## config.mk

```make
export PLATFORM = sky130hd
export DESIGN_NAME = sar_logic
export DESIGN_NICKNAME = d
export VERILOG_FILES = /design/src/rtl/sar_logic.sv
export SDC_FILE = /design/constraint.sdc
export NUM_CORES = 1
export LEC_CHECK = 0
export BUFFER_PORTS_ARGS = -buffer_cell sky130_fd_sc_hd__buf_2
export CAP_MARGIN = 20
export CORE_MARGIN = 3
export CORE_UTILIZATION = 50
export DETAILED_ROUTE_END_ITERATION = 8
export HOLD_SLACK_MARGIN = 0.12
export MAX_ROUTING_LAYER = met4
export PLACE_DENSITY_LB_ADDON = 0.12
export REMOVE_ABC_BUFFERS = 1
export SLEW_MARGIN = 10
export SYNTH_ARGS = -nofsm -noshare
export SYNTH_HDL_FRONTEND = slang
export SYNTH_SLANG_ARGS = --single-unit
```

## constraint.sdc

```tcl
create_clock -name clk -period 6.65 [get_ports clk]
set_input_delay 0.3325 -clock clk [delete_from_list [all_inputs] [get_ports clk]]
set_output_delay 0.3325 -clock clk [all_outputs]
set_load 0.02 [all_outputs]
```

## src/rtl/sar_logic.sv

```systemverilog
// sar_logic: SAR ADC controller (start/polarity_n/comp_out in; sample, comp_en, dac_state, dac_drive_invert, busy out; result valid/ready register with sticky overrun)
module sar_logic #(
  parameter int N_BITS        = 16,
  parameter int SAMPLE_CYCLES = 4,
  parameter int SETTLE_CYCLES = 1
) (
  input  logic              clk,
  input  logic              rst,
  input  logic              start,
  input  logic              polarity_n,
  input  logic              comp_out,
  output logic              sample,
  output logic              comp_en,
  output logic [N_BITS-1:0] dac_state,
  output logic              dac_drive_invert,
  output logic              busy,
  output logic [N_BITS-1:0] result_data,
  output logic              result_valid,
  input  logic              result_ready,
  output logic              overrun
);
  localparam int KW = $clog2(N_BITS);
  localparam logic [15:0] S_LAST = 16'(SAMPLE_CYCLES - 1);
  localparam logic [15:0] T_LAST = 16'(SETTLE_CYCLES - 1);
  typedef enum logic [2:0] {IDLE, SAMPLE, TRIAL, COMP, DECIDE} state_t;
  state_t state;
  logic [15:0] cnt;
  logic [KW-1:0] k;
  logic [N_BITS-1:0] decided;
  always_comb decided = dac_state & ~({{(N_BITS-1){1'b0}}, ~comp_out} << k);
  always_ff @(posedge clk) begin
    if (rst) begin
      state <= IDLE;
      cnt <= '0;
      k <= '0;
      sample <= 1'b0;
      comp_en <= 1'b0;
      dac_state <= '0;
      dac_drive_invert <= 1'b1;
      busy <= 1'b0;
      result_data <= '0;
      result_valid <= 1'b0;
      overrun <= 1'b0;
    end else begin
      if (result_valid && result_ready) result_valid <= 1'b0;
      case (state)
        IDLE: if (start) begin
          dac_drive_invert <= polarity_n;
          busy <= 1'b1;
          dac_state <= '0;
          sample <= 1'b1;
          cnt <= '0;
          state <= SAMPLE;
        end
        SAMPLE: if (cnt == S_LAST) begin
          sample <= 1'b0;
          dac_state[N_BITS-1] <= 1'b1;
          k <= KW'(N_BITS - 1);
          cnt <= '0;
          state <= TRIAL;
        end else cnt <= cnt + 16'd1;
        TRIAL: if (cnt == T_LAST) begin
          comp_en <= 1'b1;
          cnt <= '0;
          state <= COMP;
        end else cnt <= cnt + 16'd1;
        COMP: begin
          comp_en <= 1'b0;
          state <= DECIDE;
        end
        DECIDE: if (k != '0) begin
          dac_state <= decided | (N_BITS'(1) << (k - KW'(1)));
          k <= k - KW'(1);
          state <= TRIAL;
        end else begin
          dac_state <= decided;
          result_data <= decided;
          result_valid <= 1'b1;
          if (result_valid && !result_ready) overrun <= 1'b1;
          busy <= 1'b0;
          state <= IDLE;
        end
        default: state <= IDLE;
      endcase
    end
  end
endmodule
```

After elaboration in Yosys (flattened, before gate mapping)
Index checks and enable logic that the tools add are counted.

word-level totals
  bits in registers = 61
  bits in latches = 0
  RAM bits = 0
  bits in read-only memories = 0
  memories kept = 0

operators by class
  add/subtract/negate cells = 2
  multiply operators = 0
  divide/modulo/power cells = 0
  $lt $le $gt $ge = 0
  equality and inequality tests = 10
  shift operators = 2
  muxes and demuxes = 26
  bitwise logic cells = 5
  reductions and logical operators = 23

operator list
  cell                   count
  $mux 16                4
  $pmux 16 s3            1
  $pmux 15 s2            1
  $reduce_and 3->1       6
  $add 16x1->16 const B  1
  $and 16x16->16         1
  $eq 16x2->1 const B    1
  $logic_not 16->1       1
  $not 16->16            1
  $or 16x16->16          1
  $shl 1x4->16           1
  $shl 1x4->16 const A   1
  $pmux 3 s5             1
  $ne 2x2->1 const B     5
  $reduce_and 2->1       5
  $mux 3                 3
  $mux 1                 8
  $mux 4                 2
  $pmux 4 s2             1
  $reduce_bool 2->1      4
  $eq 3x2->1 const B     2
  $pmux 1 s2             3
  $reduce_bool 3->1      2
  $reduce_bool 4->1      1
  other kinds (9)        11

Longest topological paths before layout
  depth after elaboration = 7
  depth in mapped cells = 9

Worst setup path before layout
OpenSTA, ideal clock, no wires.

  path type = reg-to-reg
  start point = reg cnt[1]
  end point = reg k[2]
  arrival = 2,072 ps
  required time = 6,562 ps
  setup slack = 4,490 ps
  cell stages (with the launch flop) = 7
  buffers on the path = 0
  period minus slack after synthesis = 2,160 ps
  cell sequence = dfxtp_1 -> ha_1 -> or3b_2 -> or4_4 -> o31ai_4 -> a21oi_2 -> a311oi_2

between the ends
  word-level cells in the longest chain between the ends = 3

RTL lines
  what                               RTL line  source
  start: declaration                 27        logic [15:0] cnt;
  start signal: assignment           61        end else cnt <= cnt + 16'd1;
  start signal: assignment           66        end else cnt <= cnt + 16'd1;
  $eq 16x2->1                        55        SAMPLE: if (cnt == S_LAST) begin
  $ne 2x2->1 (no source line)        n/a
  $reduce_and 3->1 (no source line)  n/a
  end signal: assignment             58        k <= KW'(N_BITS - 1);
  end signal: assignment             73        k <= k - KW'(1);
  end: declaration                   28        logic [KW-1:0] k;

No other way between the ends.
A chain may end at the register's enable or synchronous reset.

Worst setup path in the final report
  start point = reg k[0]
  end point = reg result_data[1]

between the ends
  word-level cells in the longest chain between the ends = 3
  elaborated cells on any way between the ends = 6
  those cells by class = shift (1); bitwise (3); reduce/logical (2)

RTL lines
  what                                                                        RTL line  source
  $reduce_bool 4->1 / $shl 1x4->16 (equally long branches)                    71, 30
  $not 1->1 (no source line) / $not 16->16 (equally long branches)            n/a
  $reduce_and 2->1 (no source line) / $and 16x16->16 (equally long branches)  n/a
  end signal: assignment                                                      77        result_data <= decided;
  end: declaration                                                            17        output logic [N_BITS-1:0] result_data,

Parallel ways exist; a longest one is shown, timed or not.

==> qor.csv <==
metric;value;unit
Top delay family on crit path;simple AND/OR/NAND/NOR gates;
Worst-Skew Late Latency;340;ps
Syn Inst Count;382;
GRT overflow;0;
initial antenna violation count;0;
final cycle utilization of the critical path;38.7;%
Max Root-Sink Buffers;2;
Synth Warn #;0;
critical path peak fanout;27;
Final WS setup;4080;ps
CP max stage delay;830;ps
Critical Path Sink Type;register;
Area contributors post-synth;dfxtp_1 40%, a21oi_1 9.4%, nor2_1 5.6%;
drt first pass iters;6;
All-Layer GR Usage;21.8;%
dpl hpwl;4900;um
RSZ-0062 raised after global routing;no;
Post-synth top flop;dfxtp_1;
setup_tns;0;ps
share of the synthesized area in the top cell type;40.2;%
Leakage;1.41;nW
Ports;44;
CTS tree;done;
clock sinks;61;
post-place instance area;3270;um^2
CP max-delay cell;nand3_1;
Post-synth ARST share;0;%
Iteration-0 DRC Markers;214;
Design Area, Final;3500;um^2
postcts setup bufs;0;
max-slew violation count;0;
Seq/Total Area, Yosys;40.2;%
crit path from;k[0]$_SDFFE_PP0P_;
CP Buf/Inv Count;1;
Die Ht;83.9;um
FF-to-FF Start;k[0]$_SDFFE_PP0P_;
Post-layout nets;430;
Initial Util;53.5;%
layout cells sized above 1;18.2;%
# hold bufs at CTS;0;
first-pass GRT wire length;12300;um
vias post-DR;2924;
commonest cells in the synthesized netlist;61 x dfxtp_1, 57 x a21oi_1, 45 x nor2_1, 43 x nand2_1;
total power;0.784;mW
post-cts resize count;0;
R2R setup slack;4080;ps
Critical Path Stages;6;
post-route minimum period;2570;ps
port buffer count;43;
cell area after synthesis;3040;um^2
maximum clock frequency;389;MHz
Final setup viols;0;
Area Growth Syn to Fin;15.2;%
most common cell in the synthesized netlist;dfxtp_1;
Die ar.;7050;um^2
largest net degree at the start of global routing;52;
area leader, netlist;dfxtp_1;
CP required;6940;ps
FF-to-FF path depth;6;
# rows;27;
Worst R2R End;result_data[1]$_SDFFE_PP0P_;
maxcap violations;0;
crit path cell chain;inv_1 -> ha_1 -> nand3_1 -> a21oi_1 -> a22oi_1 -> nor2_1;
critical path type;reg -> reg;
worst-case headroom to the max-slew limit;28.7;%
number of fill cells in the layout;534;
drt total wl;7310;um
Residual DRC;0;
Arr. time, crit path;2860;ps
core area;5680;um^2
Synth Register Bits;61;
EDFF count, synth;0;
Num CTS Buffers;9;
vias in the first global route;2534;
Final Hold Fails;0;
status;completed;
number of distinct library cells after synthesis;49;
PwrDens;224;nW/um^2
dpl ws;4100;ps
VDD IR max;126;uV
WL/cell;14.8;um
startpoint types;register;
H-tree levels;3;
CTS root buf;clkbuf_8;
Setup Skew;10.2;ps
ANT cells;0;
Via-to-Cell Ratio;5.92;
crit path capture;result_data[1]$_SDFFE_PP0P_;
Clk pin slew, worst setup/hold paths;70;ps
worst-margin pin slew;1070;ps
placer congestion estimate;0.838;
die width;83.9;um
Hold WC Path Type;in -> reg;
Syn Area/Cell;7.95;um^2
post-route ant nets;0;
-- worst min-delay path, cell delays in order --
cell	delay (ps)
buf_2	80
nand2_1	40
nand3b_1	70
-- metal layers --
layer	track usage, %	part of all wire [%]	up-vias
met3	5.03	6.0	10
met2	29.6	42	100
li1	-	-	1453
met5	-	0	-
met1	31.4	51	1361
met4	7.89	1.4	0
-- state kept, by name, indices dropped and copies added (netlist names) --
name and count:
state 3, cnt 16, comp_en 1, result_data 16, k 4, dac_state 16
result_valid 1, busy 1, sample 1, overrun 1, dac_drive_invert 1
-- where the power goes --
| part | total, mW | internal, mW | switching [mW] |
|---|---|---|---|
| Sequential | 0.372 | 0.369 | 0.00340 |
| Clock | 0.374 | 0.230 | 0.143 |
| Combinational | 0.0378 | 0.0119 | 0.0260 |
-- stage by stage --
step	cells	util [%]	hold WS [ps]
after detailed placement	478	57.7	447
after floorplan	360	-	400
after global placement	478	57.7	441
after CTS	494	61.6	199
after global routing	494	61.6	214
final	494	61.6	206
-- cell usage in the layout, fill, tap and decap left out, types with 4 or more instances in the layout --
cell       n
a22oi_1    4
inv_1      8
a21oi_1   57
buf_2     43
nor3_1    10
and3_1     4
nor2b_1    4
nand3b_1   6
nand2_1   43
ha_1       7
o21ai_0   19
o21a_1     4
a31oi_1    7
nand3_1   15
or3b_2     6
mux2i_1    4
nor2_1    45
nand2b_1   6
clkbuf_8  11
dfxtp_1   61
a311oi_1   4
-- cell type report --
type | instances | area [um^2] | area share, %
well taps | 72 | 90.1 | 2.58
flip-flops and latches | 61 | 1220 | 34.9
clock inverters | 4 | 70.1 | 2.00
multi-input cells | 291 | 1690 | 48.4
repair buffers | 46 | 238 | 6.80
clock buffers | 12 | 155 | 4.43
inverters | 8 | 30.0 | 0.858
-- worst min path at each step --
stage / slack (ps) / cells past startpoint / startpoint / to
after floorplan: 400 / 1 / rst / k[2]$_SDFFE_PP0P_
after global placement: 440 / 2 / result_data[4]$_SDFFE_PP0P_ / result_data[4]$_SDFFE_PP0P_
after detailed placement: 450 / 2 / result_data[5]$_SDFFE_PP0P_ / result_data[5]$_SDFFE_PP0P_
after CTS: 200 / 3 / polarity_n / dac_drive_invert$_SDFFE_PP1P_
after global routing: 210 / 3 / polarity_n / dac_drive_invert$_SDFFE_PP1P_
final: 210 / 3 / polarity_n / dac_drive_invert$_SDFFE_PP1P_
-- cells by family (layout without fill, tap and decap cells) --
| logic type | after synthesis | count (layout) | synth area share, % |
|---|---|---|---|
| AO/OA/AOI/OAI | 122 | 122 | 25.6 |
| XOR/XNOR | 1 | 1 | 0.288 |
| adder cells (fa/ha/maj) | 7 | 7 | 2.88 |
| buffers and inverters | 30 | 70 | 4.04 |
| flip-flops | 61 | 61 | 40.2 |
| multiplexers | 4 | 4 | 1.32 |
| AND/OR/NAND/NOR | 157 | 157 | 25.7 |
No activity file was read; power rests on OpenSTA's default activity.
